==> src/rtl/dip_pkg.sv <==
// Shared types and default sizing for the DiP systolic array sequencing logic.
package dip_pkg;

   typedef enum logic [2:0] {
      IDLE,
      LOAD_W,
      STREAM,
      FLUSH,
      DRAIN,
      DONE
   } ctrl_state_t;

   localparam int DIP_N        = 4;
   localparam int DIP_PIPE_LAT = 4;

endpackage

==> src/rtl/step_counter.sv <==
// Up-counter with a terminal-count flag: the target side of the inc/isMax protocol.
module step_counter #(
   parameter int W = 2
) (
   input  logic         clk,
   input  logic         rst_n,
   input  logic         clr,
   input  logic         inc,
   input  logic [W-1:0] max_val,
   output logic         is_max,
   output logic [W-1:0] value
);

   logic [W-1:0] value_q;

   // A clear always wins so a phase exit on the terminal count restarts at zero.
   always_ff @(posedge clk or negedge rst_n) begin
      if (!rst_n) begin
         value_q <= '0;
      end else if (clr) begin
         value_q <= '0;
      end else if (inc) begin
         value_q <= value_q + 1'b1;
      end
   end

   assign value  = value_q;
   assign is_max = (value_q == max_val);

endmodule

==> src/rtl/dip_array_ctrl.sv <==
// Phase sequencer for the DiP array: weight load, input streaming, pipeline
// flush and result drain, each phase ended by a step counter's terminal flag.
module dip_array_ctrl
   import dip_pkg::*;
#(
   parameter int N        = DIP_N,
   parameter int PIPE_LAT = DIP_PIPE_LAT,
   parameter int IW       = $clog2(N),
   parameter int FW       = $clog2(PIPE_LAT + 1)
) (
   input  logic          clk,
   input  logic          rst_n,
   input  logic          start,
   input  logic          skip_load,
   input  logic          out_ready,
   output logic          busy,
   output logic          done,
   output logic          weight_load_en,
   output logic [IW-1:0] weight_row_sel,
   output logic          input_valid,
   output logic [IW-1:0] input_row_idx,
   output logic          acc_clear,
   output logic          out_valid,
   output logic [IW-1:0] out_row_idx
);

   localparam logic [IW-1:0] ROW_MAX   = IW'(N - 1);
   localparam logic [FW-1:0] FLUSH_MAX = FW'(PIPE_LAT - 1);

   ctrl_state_t   state_q;
   ctrl_state_t   state_d;
   logic          busy_q;
   logic          done_q;
   logic          weight_load_en_q;
   logic          input_valid_q;
   logic          out_valid_q;

   logic [IW-1:0] row_val;
   logic          row_max;
   logic          row_inc;
   logic [FW-1:0] flush_val;
   logic          flush_max;
   logic          flush_inc;
   logic          cnt_clr;

   // Every phase exit is taken on a counter's is_max; only DRAIN also waits on the consumer.
   always_comb begin
      state_d = state_q;
      case (state_q)
         IDLE:    if (start)                state_d = skip_load ? STREAM : LOAD_W;
         LOAD_W:  if (row_max)              state_d = STREAM;
         STREAM:  if (row_max)              state_d = FLUSH;
         FLUSH:   if (flush_max)            state_d = DRAIN;
         DRAIN:   if (row_max && out_ready) state_d = DONE;
         DONE:                              state_d = IDLE;
         default:                           state_d = IDLE;
      endcase
   end

   assign cnt_clr   = (state_d != state_q);
   assign row_inc   = (state_q == LOAD_W) || (state_q == STREAM) ||
                      ((state_q == DRAIN) && out_ready);
   assign flush_inc = (state_q == FLUSH) && (flush_val != FLUSH_MAX);

   step_counter #(.W(IW)) u_row_cnt (
      .clk     (clk),
      .rst_n   (rst_n),
      .clr     (cnt_clr),
      .inc     (row_inc),
      .max_val (ROW_MAX),
      .is_max  (row_max),
      .value   (row_val)
   );

   step_counter #(.W(FW)) u_flush_cnt (
      .clk     (clk),
      .rst_n   (rst_n),
      .clr     (cnt_clr),
      .inc     (flush_inc),
      .max_val (FLUSH_MAX),
      .is_max  (flush_max),
      .value   (flush_val)
   );

   // Phase flags are registered from the next state so they line up with state_q.
   always_ff @(posedge clk or negedge rst_n) begin
      if (!rst_n) begin
         state_q          <= IDLE;
         busy_q           <= 1'b0;
         done_q           <= 1'b0;
         weight_load_en_q <= 1'b0;
         input_valid_q    <= 1'b0;
         out_valid_q      <= 1'b0;
      end else begin
         state_q          <= state_d;
         busy_q           <= (state_d == LOAD_W) || (state_d == STREAM) ||
                             (state_d == FLUSH)  || (state_d == DRAIN);
         done_q           <= (state_d == DONE);
         weight_load_en_q <= (state_d == LOAD_W);
         input_valid_q    <= (state_d == STREAM);
         out_valid_q      <= (state_d == DRAIN);
      end
   end

   assign busy           = busy_q;
   assign done           = done_q;
   assign weight_load_en = weight_load_en_q;
   assign input_valid    = input_valid_q;
   assign out_valid      = out_valid_q;
   assign weight_row_sel = weight_load_en_q ? row_val : '0;
   assign input_row_idx  = input_valid_q ? row_val : '0;
   assign out_row_idx    = out_valid_q ? row_val : '0;
   assign acc_clear      = input_valid_q && (row_val == '0);

endmodule

==> config.mk <==
export PLATFORM = sky130hd
export DESIGN_NAME = dip_array_ctrl
export DESIGN_NICKNAME = d
export VERILOG_FILES = /design/src/rtl/dip_pkg.sv /design/src/rtl/step_counter.sv /design/src/rtl/dip_array_ctrl.sv
export SDC_FILE = /design/constraint.sdc
export NUM_CORES = 1
export LEC_CHECK = 0
export CORE_UTILIZATION = 25
export CTS_CLUSTER_SIZE = 10
export DETAILED_ROUTE_END_ITERATION = 12
export SETUP_SLACK_MARGIN = 0.02
export SLEW_MARGIN = 20
export SYNTH_ARGS = -nofsm -noshare
export SYNTH_HDL_FRONTEND = slang
export SYNTH_HIERARCHICAL = 1
export SYNTH_SLANG_ARGS = --single-unit
==> constraint.sdc <==
create_clock -name clk -period 2.5 [get_ports clk]
set_clock_uncertainty 0.15 [all_clocks]
set_input_delay 0.25 -clock clk [delete_from_list [all_inputs] [get_ports clk]]
set_output_delay 0.25 -clock clk [all_outputs]
set_load 0.05 [all_outputs]
==> reports/metrics.cfg <==
[final_layout]
layout-drive-gt1-share_pct = 11.7
layout.nets = 110
multiInputGateArea_um2 = 448
regArea_um2 = 325
num-fill-cells = 326
area_growth_pct = 28.7
fin_util_pct = 33.9
diodes = 0

[worst_setup_path]
cp_max_fo = 8
slowest_delay_ns = 0.83
slowest_stage = clkdlybuf4s50_1
cp-end-kind = primary output
start_kind = flip-flop
criticalPathCategory = reg -> out
crit_arrival_ns = 1.80
cp.required_ns = 2.10
timing.rr.end = u_flush_cnt/value[0]
crit_chain = nor3b_1 > clkdlybuf4s50_1
rr_worst_depth = 7
reg2reg_from = u_row_cnt/value[0]
r2r_slack_ns = 0.42

[sta]
max_slew_margin_pct = 62.3
tns_ns = 0
finalCriticalPeriod_ns = 2.20
worstMarginPinSlew_ns = 0.564
drv_slew = 0
rsz0062_at_grt = no
final-hold-violation-count = 0
timing.fmax_mhz = 455
post-route-period-util_pct = 87.8
setup_viol = 0

[clock_tree]
clk_latency_ns = 0.27
cts_buffer_depth = 2
cts_tree = yes
numCtsBuffers = 3
cts_setup_buffers = 0
cts_root_buf = clkbuf_4
post_cts_resized = 0
clock_sinks = 13
h-tree-depth = 1
cts_hold_buf = 0
clk_pin_slew_ns = 0.08

[route]
routed_wl_um = 1490
wl_per_cell_um = 10.1
drtPass1Iterations = 4
drc = 0
vias = 620
avgViaCountPerCell = 4.22
drtIter0Drc = 31
ant_nets = 0

[floorplanning]
start_util_pct = 26.3
die_w_um = 58.7
rows = 20
chipHeight_um = 58.7
coreArea_um2 = 3050
ioPinCount = 17
dieArea_um2 = 3440

[run]
drv_cap = 0

[synth]
async_flop_share_pct = 100
synth_cell_types = 32
synth_area_leaders = dfrtp_1, xor2_1, and2_1, xnor2_1, nor2_1
synth_cells = 82
yosys_warnings = 6
synth_edf_count = 0
synth.ff_latch_count = 13
synth_area_leader_cell = dfrtp_1
yosys_most_used_dff = dfrtp_1
syn_area_per_cell_um2 = 9.80
yosysSeqAreaShare_pct = 40.5
synth_top_area_share_pct = 40.5
syn-cell-area_um2 = 803

[global_route]
grt_start_max_net_pins = 14
grt_usage_pct = 10.0
grt_pass1_vias = 596
antenna_found_initial = 0
grt_pass1_wl_um = 2590
gr-total-overflow = 0

[pwr]
power_leakage_uw = 0.000469
p_per_area_nw_per_um2 = 1150
ir_drop_uv = 186

[hold_path]
hp-class = in -> async

[place]
gp_congestion = 0.774
dp_hpwl_um = 1140
port_buffers = 16

[outcome]
status = finished clean

[worst max-delay path: cells and delay by family, from the launching register on]
| family | cells | cell delay [ns] |
|---|---|---|
| buf+inv | 1 | 0.83 |
| flops | 1 | 0.47 |
| simple gates | 1 | 0.22 |
[worst max-delay path by stage]
stage,slack (ns),from,endpoint
3_3_place_gp,0.54,u_row_cnt/value[0],u_flush_cnt/value[0]
5_1_grt,0.20,u_row_cnt/value[0],acc_clear
3_5_place_dp,0.44,u_row_cnt/value[0],u_flush_cnt/value[0]
6_report,0.30,u_row_cnt/value[0],acc_clear
2_1_floorplan,0.25,input_valid,acc_clear
4_1_cts,0.29,u_row_cnt/value[0],acc_clear
[cell type report]
class                           instances  area share (%)
Inverter                                5            1.82
Timing Repair Buffer                   16            15.5
Tap cell                               44            5.33
Sequential cell                        13            31.5
Clock buffer                            4            2.54
Multi-Input combinational cell         65            43.3
[power by group]
part / total (uW) / leakage [uW] / switching, uW / internal (uW)
clock network: 127 / 0.0000150 / 65.5 / 61.7
registers: 383 / 0.000167 / 104 / 279
logic: 680 / 0.000288 / 405 / 276
total: 1190 / 0.000469 / 574 / 616
[cells in the mapped netlist, types with 2 or more instances]
library cell	number
dfrtp_1	13
nor2_1	9
and2_1	6
inv_1	5
nand2_1	5
xor2_1	5
nand2b_1	4
xnor2_1	4
a21bo_1	2
a21oi_1	2
a21oi_2	2
buf_6	2
conb_1	2
nand3b_1	2
nor3b_1	2
[cell families after synthesis]
logic type	share of synthesized area [%]
mux	1.25
compound gates	13.7
other cells	0.935
fa+ha+maj	1.56
simple gates	27.1
flops	40.5
buf+inv	5.14
xor+xnor	9.81
[per-layer routing]
metal,vias up,part of all wire [%],GRT usage [%]
met5,-,0,0
met4,0,1.6,5.10
met3,2,2.6,1.32
met2,12,47,15.8
met1,295,49,13.4
li1,311,-,-
[per-stage QoR]
stage,setup slack [ns],hold WS [ns],instances,total power [uW],cell area [um2]
finish,0.304,0.189,147,1190,1030
global route,0.196,0.232,147,1280,1030
floorplan,0.252,-0.196,85,921,815
detailed placement,0.443,0.460,143,1070,1010
CTS,0.286,0.210,147,1200,1030
global placement,0.544,0.459,143,1060,1010
[placed cells by master, fill, tap and decap left out, drive strengths merged]
cell type,count
a211o,1
a211oi,1
a21bo,2
a21oi,4
a311o,1
and2,6
clkbuf,4
clkdlybuf4s50,16
conb,5
dfrtp,13
ha,1
inv,5
mux2i,1
nand2,5
nand2b,5
nand3,1
nand3b,2
nand4,2
nor2,9
nor2b,2
nor3,2
nor3b,2
o21ai,1
o22a,1
o22ai,1
o31ai,1
xnor2,4
xor2,5
[flip-flops by register name, indices dropped and copies added (netlist names)]
name and flops:
state_q 3, u_flush_cnt/value 3, u_row_cnt/value 2, busy 1, done 1, input_valid 1, out_valid 1, weight_load_en 1
No activity file was read; power rests on OpenSTA's default activity.
